<file path="src/rtl/fifo_buffer.sv">
// fifo_buffer: synchronous single-clock FIFO with registered read data,
// registered full/empty flags and an occupancy count.
// Optional build macro FIFO_ERR_FLAGS_EN adds sticky overflow/underflow
// flags; without it both flags are tied to 0 and the port list is unchanged.
module fifo_buffer #(
  parameter int DATA_W = 8,
  parameter int DEPTH  = 8
) (
  input  logic                     clk,
  input  logic                     rst_n,
  input  logic                     push,
  input  logic [DATA_W-1:0]        wr_data,
  input  logic                     pop,
  output logic [DATA_W-1:0]        rd_data,
  output logic                     rd_valid,
  output logic                     fifo_full,
  output logic                     fifo_empty,
  output logic [$clog2(DEPTH):0]   count,
  output logic                     overflow,
  output logic                     underflow
);

  localparam int AW = $clog2(DEPTH);
  localparam logic [AW:0] FULL_CNT = (AW+1)'(DEPTH);

  logic [DATA_W-1:0] r_mem [DEPTH];
  logic [AW-1:0]     r_wrPtr;
  logic [AW-1:0]     r_rdPtr;
  logic [AW:0]       r_count;
  logic              r_full;
  logic              r_empty;
  logic [DATA_W-1:0] r_rdData;
  logic              r_rdValid;

  logic              w_pushOk;
  logic              w_popOk;
  logic [AW:0]       w_countNext;

  // Acceptance uses the registered flags from before the edge, so push+pop
  // while full only pops and push+pop while empty only pushes.
  assign w_pushOk = push & ~r_full;
  assign w_popOk  = pop  & ~r_empty;

  // Next occupancy: simultaneous accepted push and pop leave it unchanged.
  always_comb begin
    w_countNext = r_count;
    if (w_pushOk && !w_popOk) begin
      w_countNext = r_count + 1'b1;
    end else if (!w_pushOk && w_popOk) begin
      w_countNext = r_count - 1'b1;
    end
  end

  // Storage array is never reset; a reset simply discards it via the pointers.
  always_ff @(posedge clk) begin
    if (w_pushOk) begin
      r_mem[r_wrPtr] <= wr_data;
    end
  end

  // Pointers, count, flags and read data; flags derive from the next count so
  // they always agree with count in the same cycle.
  always_ff @(posedge clk or negedge rst_n) begin
    if (!rst_n) begin
      r_wrPtr   <= '0;
      r_rdPtr   <= '0;
      r_count   <= '0;
      r_full    <= 1'b0;
      r_empty   <= 1'b1;
      r_rdData  <= '0;
      r_rdValid <= 1'b0;
    end else begin
      r_rdValid <= w_popOk;
      if (w_pushOk) begin
        r_wrPtr <= r_wrPtr + 1'b1;
      end
      if (w_popOk) begin
        r_rdData <= r_mem[r_rdPtr];
        r_rdPtr  <= r_rdPtr + 1'b1;
      end
      r_count <= w_countNext;
      r_full  <= (w_countNext == FULL_CNT);
      r_empty <= (w_countNext == '0);
    end
  end

`ifdef FIFO_ERR_FLAGS_EN
  logic r_overflow;
  logic r_underflow;

  // Sticky error flags: set on any rejected request, cleared only by reset.
  always_ff @(posedge clk or negedge rst_n) begin
    if (!rst_n) begin
      r_overflow  <= 1'b0;
      r_underflow <= 1'b0;
    end else begin
      if (push && r_full) begin
        r_overflow <= 1'b1;
      end
      if (pop && r_empty) begin
        r_underflow <= 1'b1;
      end
    end
  end

  assign overflow  = r_overflow;
  assign underflow = r_underflow;
`else
  assign overflow  = 1'b0;
  assign underflow = 1'b0;
`endif

  assign rd_data    = r_rdData;
  assign rd_valid   = r_rdValid;
  assign fifo_full  = r_full;
  assign fifo_empty = r_empty;
  assign count      = r_count;

endmodule

</file>
<file path="config.mk">
export PLATFORM = sky130hd
export DESIGN_NAME = fifo_buffer
export DESIGN_NICKNAME = d
export VERILOG_FILES = /design/src/rtl/fifo_buffer.sv
export SDC_FILE = /design/constraint.sdc
export NUM_CORES = 1
export LEC_CHECK = 0
export BUFFER_PORTS_ARGS = -buffer_cell sky130_fd_sc_hd__buf_2
export CAP_MARGIN = 25
export CELL_PAD_IN_SITES_DETAIL_PLACEMENT = 0
export CELL_PAD_IN_SITES_GLOBAL_PLACEMENT = 1
export CORE_MARGIN = 8
export CORE_UTILIZATION = 54
export DETAILED_ROUTE_END_ITERATION = 12
export PLACE_DENSITY_LB_ADDON = 0.2
export SYNTH_ARGS = -nofsm -noshare
export SYNTH_HDL_FRONTEND = slang
export SYNTH_SLANG_ARGS = --single-unit
export TNS_END_PERCENT = 1
</file>
<file path="constraint.sdc">
create_clock -name clk -period 2.65 [get_ports clk]
set_input_delay 0.265 -clock clk [delete_from_list [all_inputs] [get_ports clk]]
set_output_delay 0.265 -clock clk [all_outputs]
set_load 0.01 [all_outputs]
</file>
==> flow_summary.ini, run 1 <==
[timing]
timing_max_transition_violations_final = 0
finalSetupTns_ns = 0
rsz0062_at_grt = false
max_clock_freq_mhz = 517
final_worst_path_setup_slack_ns = 0.716
final_min_period_over_clock_period_pct = 73.0
setup_violations = 0
hold_fails_final_rpt = 0
finalCriticalPeriod_ns = 1.93
fin_skew_ns = 0.00740
worst_slew_margin_rel_pct = 50.7
timing_worst_slew_pin_value_ns = 0.737

[power_and_ir_drop]
power.total_uw = 4040
vdd_ir_drop_max_v = 0.000517
power_density_nw_per_um2 = 1040
leakage_uw = 0.00144

[yosys]
synthDistinctLibCells = 38
synth_top_family_by_area = multiplexers
postSynthCellCount = 202
top_flip_flop_cell_by_instance_count_after_synthesis = sky130_fd_sc_hd__edfxtp_1
synth.area.top_cells = sky130_fd_sc_hd__edfxtp_1 54%, sky130_fd_sc_hd__dfrtp_1 14%, sky130_fd_sc_hd__mux4_2 5.7%
synth-compound-area-share_pct = 3.19
synth_area_per_cell_um2 = 17.5
syn-cell-area_um2 = 3530
post_synthesis_sequential_area_ratio_pct = 69.3
synthAdderAreaFrac_pct = 1.42
synthesized_area_fraction_occupied_by_and_or_nand_nor_cells_pct = 7.73
synth_async_sr_flop_share_pct = 24.7
synth-warning-count = 0
xor_and_xnor_area_share_after_synthesis_pct = 1.24
synth.ff_latch_count = 85
synth.area.mux_share_pct = 13.2
post-synth-top-area-fraction_pct = 54.4
edff_count_synth = 64
yosys.area.top_type = sky130_fd_sc_hd__edfxtp_1

[placement]
place_hpwl_um = 4280
preCtsSetupSlack_ns = 0.700
dpl_cell_area_um2 = 3710
place_congestion = 0.785
place.port_buffers = 26

[global_routing]
grt_util_all_layers_pct = 13.7
maximum_number_of_pins_on_one_net_before_global_route_repair = 24
initial_antenna_violation_count = 0
grt_pass1_wl_um = 9900
grt_pass1_vias = 1964
overflow = 0

[die]
fp.dieW_um = 96.9
dieArea_um2 = 9380
die_h_um = 96.9
io_pins = 29
fp-row-count = 29
coreArea_um2 = 6350
initial_utilization_pct = 55.6

[finish]
layout.nets = 254
num_antenna_cells = 0
area_delta_synth_final_pct = 10.1
drive_gt1_share_pct = 27.2
postLayoutCoreUtil_pct = 61.2
finalInstanceArea_um2 = 3890

[min_path]
hold_path_class = input port to register
worstHoldPathCells = 1
timing.hold.worst_endpoint = r_mem[1][0]
start_point_of_the_worst_hold_path = wr_data[0]

[clock_tree]
cts_inserted_buffers = 9
clock_insertion_delay_worst_skew_ns = 0.35
cts.htree.levels = 3
cts.sink_count = 85
number_of_buffers_on_the_longest_clock_path = 2
clock_pin_transition_on_the_worst_setup_and_hold_timing_paths_ns = 0.08
post_cts_setup_repair_buffer_count = 0
cts_tree = yes
clockRootBuffer = sky130_fd_sc_hd__clkbuf_8

[routing]
route.detailed.drc = 0
routed_wl_um = 6160
route.detailed.vias_per_inst = 5.74
ant_nets = 0
avgRoutedWirePerCell_um = 19.3
first_pass_iters = 4
dr_total_vias = 1836
drt-initial-drc-count = 78

[worst_setup_path]
cp.arrival_ns = 1.91
cp-start-kind = register
critPathKind = register to register
reg_to_reg_critical_path_startpoint = fifo_full
crit_required_ns = 2.63
worstPathMaxFanout = 9
critPathCaptureType = register
rrSetupSlack_ns = 0.72
timing.reg2reg.worst_path_depth = 3
worstReg2RegEnd = r_mem[4][4]

[job]
cap_violations = 0

[outcome]
result_of_the_run = completed
## layout by cell type, fill, tap and decap left out, drive strengths merged, types with 3 or more instances in the layout
master	instances
edfxtp	64
buf	34
nand2	22
dfrtp	20
mux4	16
clkbuf	12
nor2	9
o21ai	9
mux2i	8
xnor2	5
inv	5
nand2b	5
nor3	5
ha	4
o211ai	3
## worst max-delay path, cell delays in order, from the launching register on
cell and delay [ns]:
sky130_fd_sc_hd__dfrtp_1 0.40, sky130_fd_sc_hd__nor2b_2 0.36, sky130_fd_sc_hd__nand2b_1 0.20, sky130_fd_sc_hd__nor2_1 0.60
## cells in the mapped netlist, drive strengths merged, types with 5 or more instances
master	instances
buf	11
dfrtp	20
edfxtp	64
inv	5
mux2i	8
mux4	16
nand2	22
nand2b	5
nor2	9
nor3	5
o21ai	9
xnor2	5
## cell type report
class / instances / area (um2)
fill: 471 / 2460
sequential: 85 / 2450
multi-input combinational: 102 / 953
timing repair buffer: 35 / 200
clock buffer: 12 / 145
tap: 77 / 96.3
clock inverter: 4 / 23.8
inverter: 5 / 21.3
## how the worst max path moves through the flow
| stage | cells after the start | slack [ns] | end | startpoint |
|---|---|---|---|---|
| after floorplan | 4 | 0.88 | r_mem[0][0] | fifo_full |
| after global placement | 3 | 0.77 | r_mem[4][0] | fifo_full |
| after detailed placement | 3 | 0.70 | r_mem[4][0] | fifo_full |
| after CTS | 3 | 0.68 | r_mem[4][4] | fifo_full |
| after global routing | 3 | 0.51 | r_mem[4][7] | fifo_full |
| final | 3 | 0.72 | r_mem[4][4] | fifo_full |
## registers in the layout, summed over array words and instances, names as in the netlist
register and cells:
r_mem 64, rd_data 8, count 4, r_rdPtr 3, r_wrPtr 3, fifo_empty 1
fifo_full 1, rd_valid 1
## per-layer routing
metal | GRT usage [%] | share of wire, % | up-vias
met5 | 0 | 0 | -
met4 | 8.17 | 2.9 | 0
met3 | 3.91 | 4.7 | 15
met2 | 22.3 | 50 | 48
met1 | 15.7 | 43 | 936
li1 | - | - | 837
## repair_timing
action | CTS | global route
endpoints found under the hold margin | 20 | 0
resized for setup | 0 | 0
hold buffers | 1 | 0
## where the power goes
part	internal [uW]	leakage (uW)	switching, uW
sequential	1740	0.000833	291
clock	362	0.0000800	426
combinational	612	0.000529	615
total	2710	0.00144	1330
## cell families (layout without fill, tap and decap cells)
group / Yosys count / count (layout)
AOI/OAI and AO/OA: 17 / 17
xor gates and xnor gates: 5 / 5
adders and majority gates: 4 / 4
buffers and inverters: 16 / 56
DFF: 85 / 85
muxes: 24 / 24
other: 1 / 2
and+or+nand+nor: 50 / 50
## through the flow
stage	cells	hold WS, ns
after floorplan	203	-0.0306
after global placement	303	0.245
after detailed placement	303	0.263
after CTS	320	0.168
after global routing	320	0.174
final	320	0.183
Note: power is estimated with default switching activity, not from simulation.
==> run 2, diff against run 1 <==
Settings changed: ABC_AREA from default to 1, CORE_UTILIZATION 54 to 47.
Clock period 2.65 ns to 1.9 ns, I/O delays scaled along.
==> run 2 against run 1 <==
  * Utilization is 7.2 points lower
  * Largest cell class unchanged
  * Die area is 15% higher
  * Routed wire length is 22% higher
==> flow_summary.ini, run 2 <==
[timing]
final.hold.worst_slack_ns = 0.169
max_clock_freq_mhz = 663
timing_max_transition_violations_final = 0
finalCriticalPeriod_ns = 1.51
fin_skew_ns = 0.00712
finalSetupTns_ns = 0
final_min_period_over_clock_period_pct = 79.4
rsz0062_at_grt = false
hold_fails_final_rpt = 0
setup_violations = 0

[worst_setup_path]
cp.arrival_ns = 1.57
cp_top_family = simple AND/OR/NAND/NOR gates
timing.critical_path.buf_inv = 2
worst_path_largest_cell_delay_ns = 0.43
critical_path.cell_chain = inv_1, nand2_1, or2_2, nor2_1, buf_4
critPathCaptureType = register
critPathKind = register to register
worstPathMaxFanout = 8
critical-path-slowest-cell = sky130_fd_sc_hd__dfrtp_1
crit_required_ns = 1.97
cp-start-kind = register

[global_routing]
initial_antenna_violation_count = 0
grt_pass1_wl_um = 12200
grt_pass1_vias = 2334
overflow = 0
grt_util_all_layers_pct = 14.9
maximum_number_of_pins_on_one_net_before_global_route_repair = 67

[yosys]
xor_and_xnor_area_share_after_synthesis_pct = 0.722
synth_async_sr_flop_share_pct = 24.7
synth.ff_latch_count = 85
synth_top_family_by_area = simple AND/OR/NAND/NOR gates
synth_common_cells = 64 x sky130_fd_sc_hd__edfxtp_1, 59 x sky130_fd_sc_hd__nand2_1, 46 x sky130_fd_sc_hd__inv_1
yosysMostFrequentCell = sky130_fd_sc_hd__edfxtp_1
synth_area_per_cell_um2 = 11.3
post-synth-top-area-fraction_pct = 52.8
synthAdderAreaFrac_pct = 1.38
synth.area.top_cells = sky130_fd_sc_hd__edfxtp_1 53%, sky130_fd_sc_hd__dfrtp_1 14%, sky130_fd_sc_hd__nand2_1 6.1%
yosys.area.top_type = sky130_fd_sc_hd__edfxtp_1
postSynthCellCount = 321
syn-cell-area_um2 = 3640
synth-warning-count = 0
synthesized_area_fraction_occupied_by_and_or_nand_nor_cells_pct = 14.6
top_flip_flop_cell_by_instance_count_after_synthesis = sky130_fd_sc_hd__edfxtp_1
synthDistinctLibCells = 30
edff_count_synth = 64
post_synthesis_sequential_area_ratio_pct = 67.3
synth-compound-area-share_pct = 8.22
synth.area.mux_share_pct = 0

[power_and_ir_drop]
p_seq_share_pct = 43.9
vdd_ir_drop_max_v = 0.000559
power.share.switching_pct = 36.8
share_comb_of_total_power_pct = 34.9
clockPowerShare_pct = 21.2
switchingPower_uw = 2220
power_density_nw_per_um2 = 1470
intPower_uw = 3810
leakage_uw = 0.00173

[finish]
final_common_cell = sky130_fd_sc_hd__edfxtp_1
largest_register_ff_count = 64
drive_gt1_share_pct = 18.3
layout.nets = 371
max_flop_register = r_mem
num_antenna_cells = 0
most_frequent_cells_in_the_layout = 64 x sky130_fd_sc_hd__edfxtp_1, 59 x sky130_fd_sc_hd__nand2_1, 46 x sky130_fd_sc_hd__inv_1, 27 x sky130_fd_sc_hd__nand3_1, 26 x sky130_fd_sc_hd__buf_2
area_delta_synth_final_pct = 13.0

[clock_tree]
number_of_buffers_on_the_longest_clock_path = 2
postCtsResizedCells = 0
clock_pin_transition_on_the_worst_setup_and_hold_timing_paths_ns = 0.09
cts.sink_count = 85
cts_tree = yes
cts.htree.levels = 3
clock_insertion_delay_worst_skew_ns = 0.35
clockRootBuffer = sky130_fd_sc_hd__clkbuf_8
post_cts_setup_repair_buffer_count = 0
cts_inserted_buffers = 9

[outcome]
result_of_the_run = completed

[die]
coreArea_um2 = 7610
die_h_um = 104
io_pins = 29
fp-row-count = 32
dieArea_um2 = 10800
fp.dieW_um = 104
initial_utilization_pct = 47.8

[routing]
maxUsedRoutingLayer = met4
drt-initial-drc-count = 90
m1WireLength_um = 3470
route.detailed.drc = 0
first_pass_iters = 4
met3_length_um = 191
ant_nets = 0
met2_routed_wirelength_um = 3710
route.detailed.vias_per_inst = 4.92
avgRoutedWirePerCell_um = 16.3
dr_total_vias = 2273
routed_wl_um = 7520

[min_path]
hold_path_class = input port to register

[placement]
place.port_buffers = 26
place_hpwl_um = 5280
place_congestion = 0.827

[job]
cap_violations = 0
==> run 2: changes by cell type in the layout (fill, tap and decap cells not counted), sizes merged, moves of 5 or more <==
cell    before  now
a21oi        1   16
nor2         9   15
nand3        1   30
nand2       22   65
nand2b       5    0
o211ai       3   16
mux4        16    0
mux2i        8    0
o21ai        9   19
inv          5   48
==> run 2: power by group through the flow <==
stage          registers [uW]  logic, uW  clock network, uW
5_1_grt                  2700       2410               1380
6_report                 2650       2100               1280
3_3_place_gp             2680       2110                  0
4_1_cts                  2650       2140               1310
2_1_floorplan            2710       1440                  0
3_5_place_dp             2690       2140                  0
==> run 2: final cells by class <==
class	instances	area, um2
flip-flops and latches	85	2450
fillers	703	3490
clock buffers	13	181
repair buffers	38	235
multi-input cells	173	915
inverters	48	180
well taps	102	128
clock inverters	3	25.0
==> run 2: layer usage <==
metal	global-route usage [%]	vias to the layer above
met1	18.4	1070
met4	7.03	0
met3	2.85	15
li1	-	1144
met5	0	-
met2	24.5	44
==> run 2: final timing paths <==
| check | from | endpoint | slack [ns] | cells past startpoint |
|---|---|---|---|---|
| worst max-delay path | fifo_full | r_mem[2][1] | 0.39 | 5 |
| worst min-delay path | wr_data[0] | r_mem[2][0] | 0.17 | 1 |
| worst max register to register | fifo_full | r_mem[2][1] | 0.39 | 5 |
| worst min register to register | rd_data[6] | rd_data[6] | 0.48 | 2 |
| max in group asynchronous | rst_n | fifo_empty | 1.21 | 2 |
| min in group asynchronous | rst_n | rd_data[4] | 0.33 | 2 |
==> run 2: what timing repair did <==
action / CTS / global route
hold buffers: 1 / 0
hold endpoints to repair: 20 / 0
endpoints found under the setup margin: 0 / 0
==> run 2: cell families after synthesis <==
group / count (synthesis)
AOI/OAI and AO/OA: 51
xor gates and xnor gates: 3
adders and majority gates: 4
buffers and inverters: 64
DFF: 85
other: 1
and+or+nand+nor: 113
==> run 2: metrics by stage <==
stage	area (um2)	setup slack [ns]	total power (uW)	cells	util (%)
floorplan	3640	0.246	4150	322	-
global placement	3900	0.425	4790	445	51.2
detailed placement	3900	0.400	4830	445	51.2
CTS	4110	0.385	6100	462	54.1
global route	4110	0.261	6490	462	54.1
finish	4110	0.391	6030	462	54.1
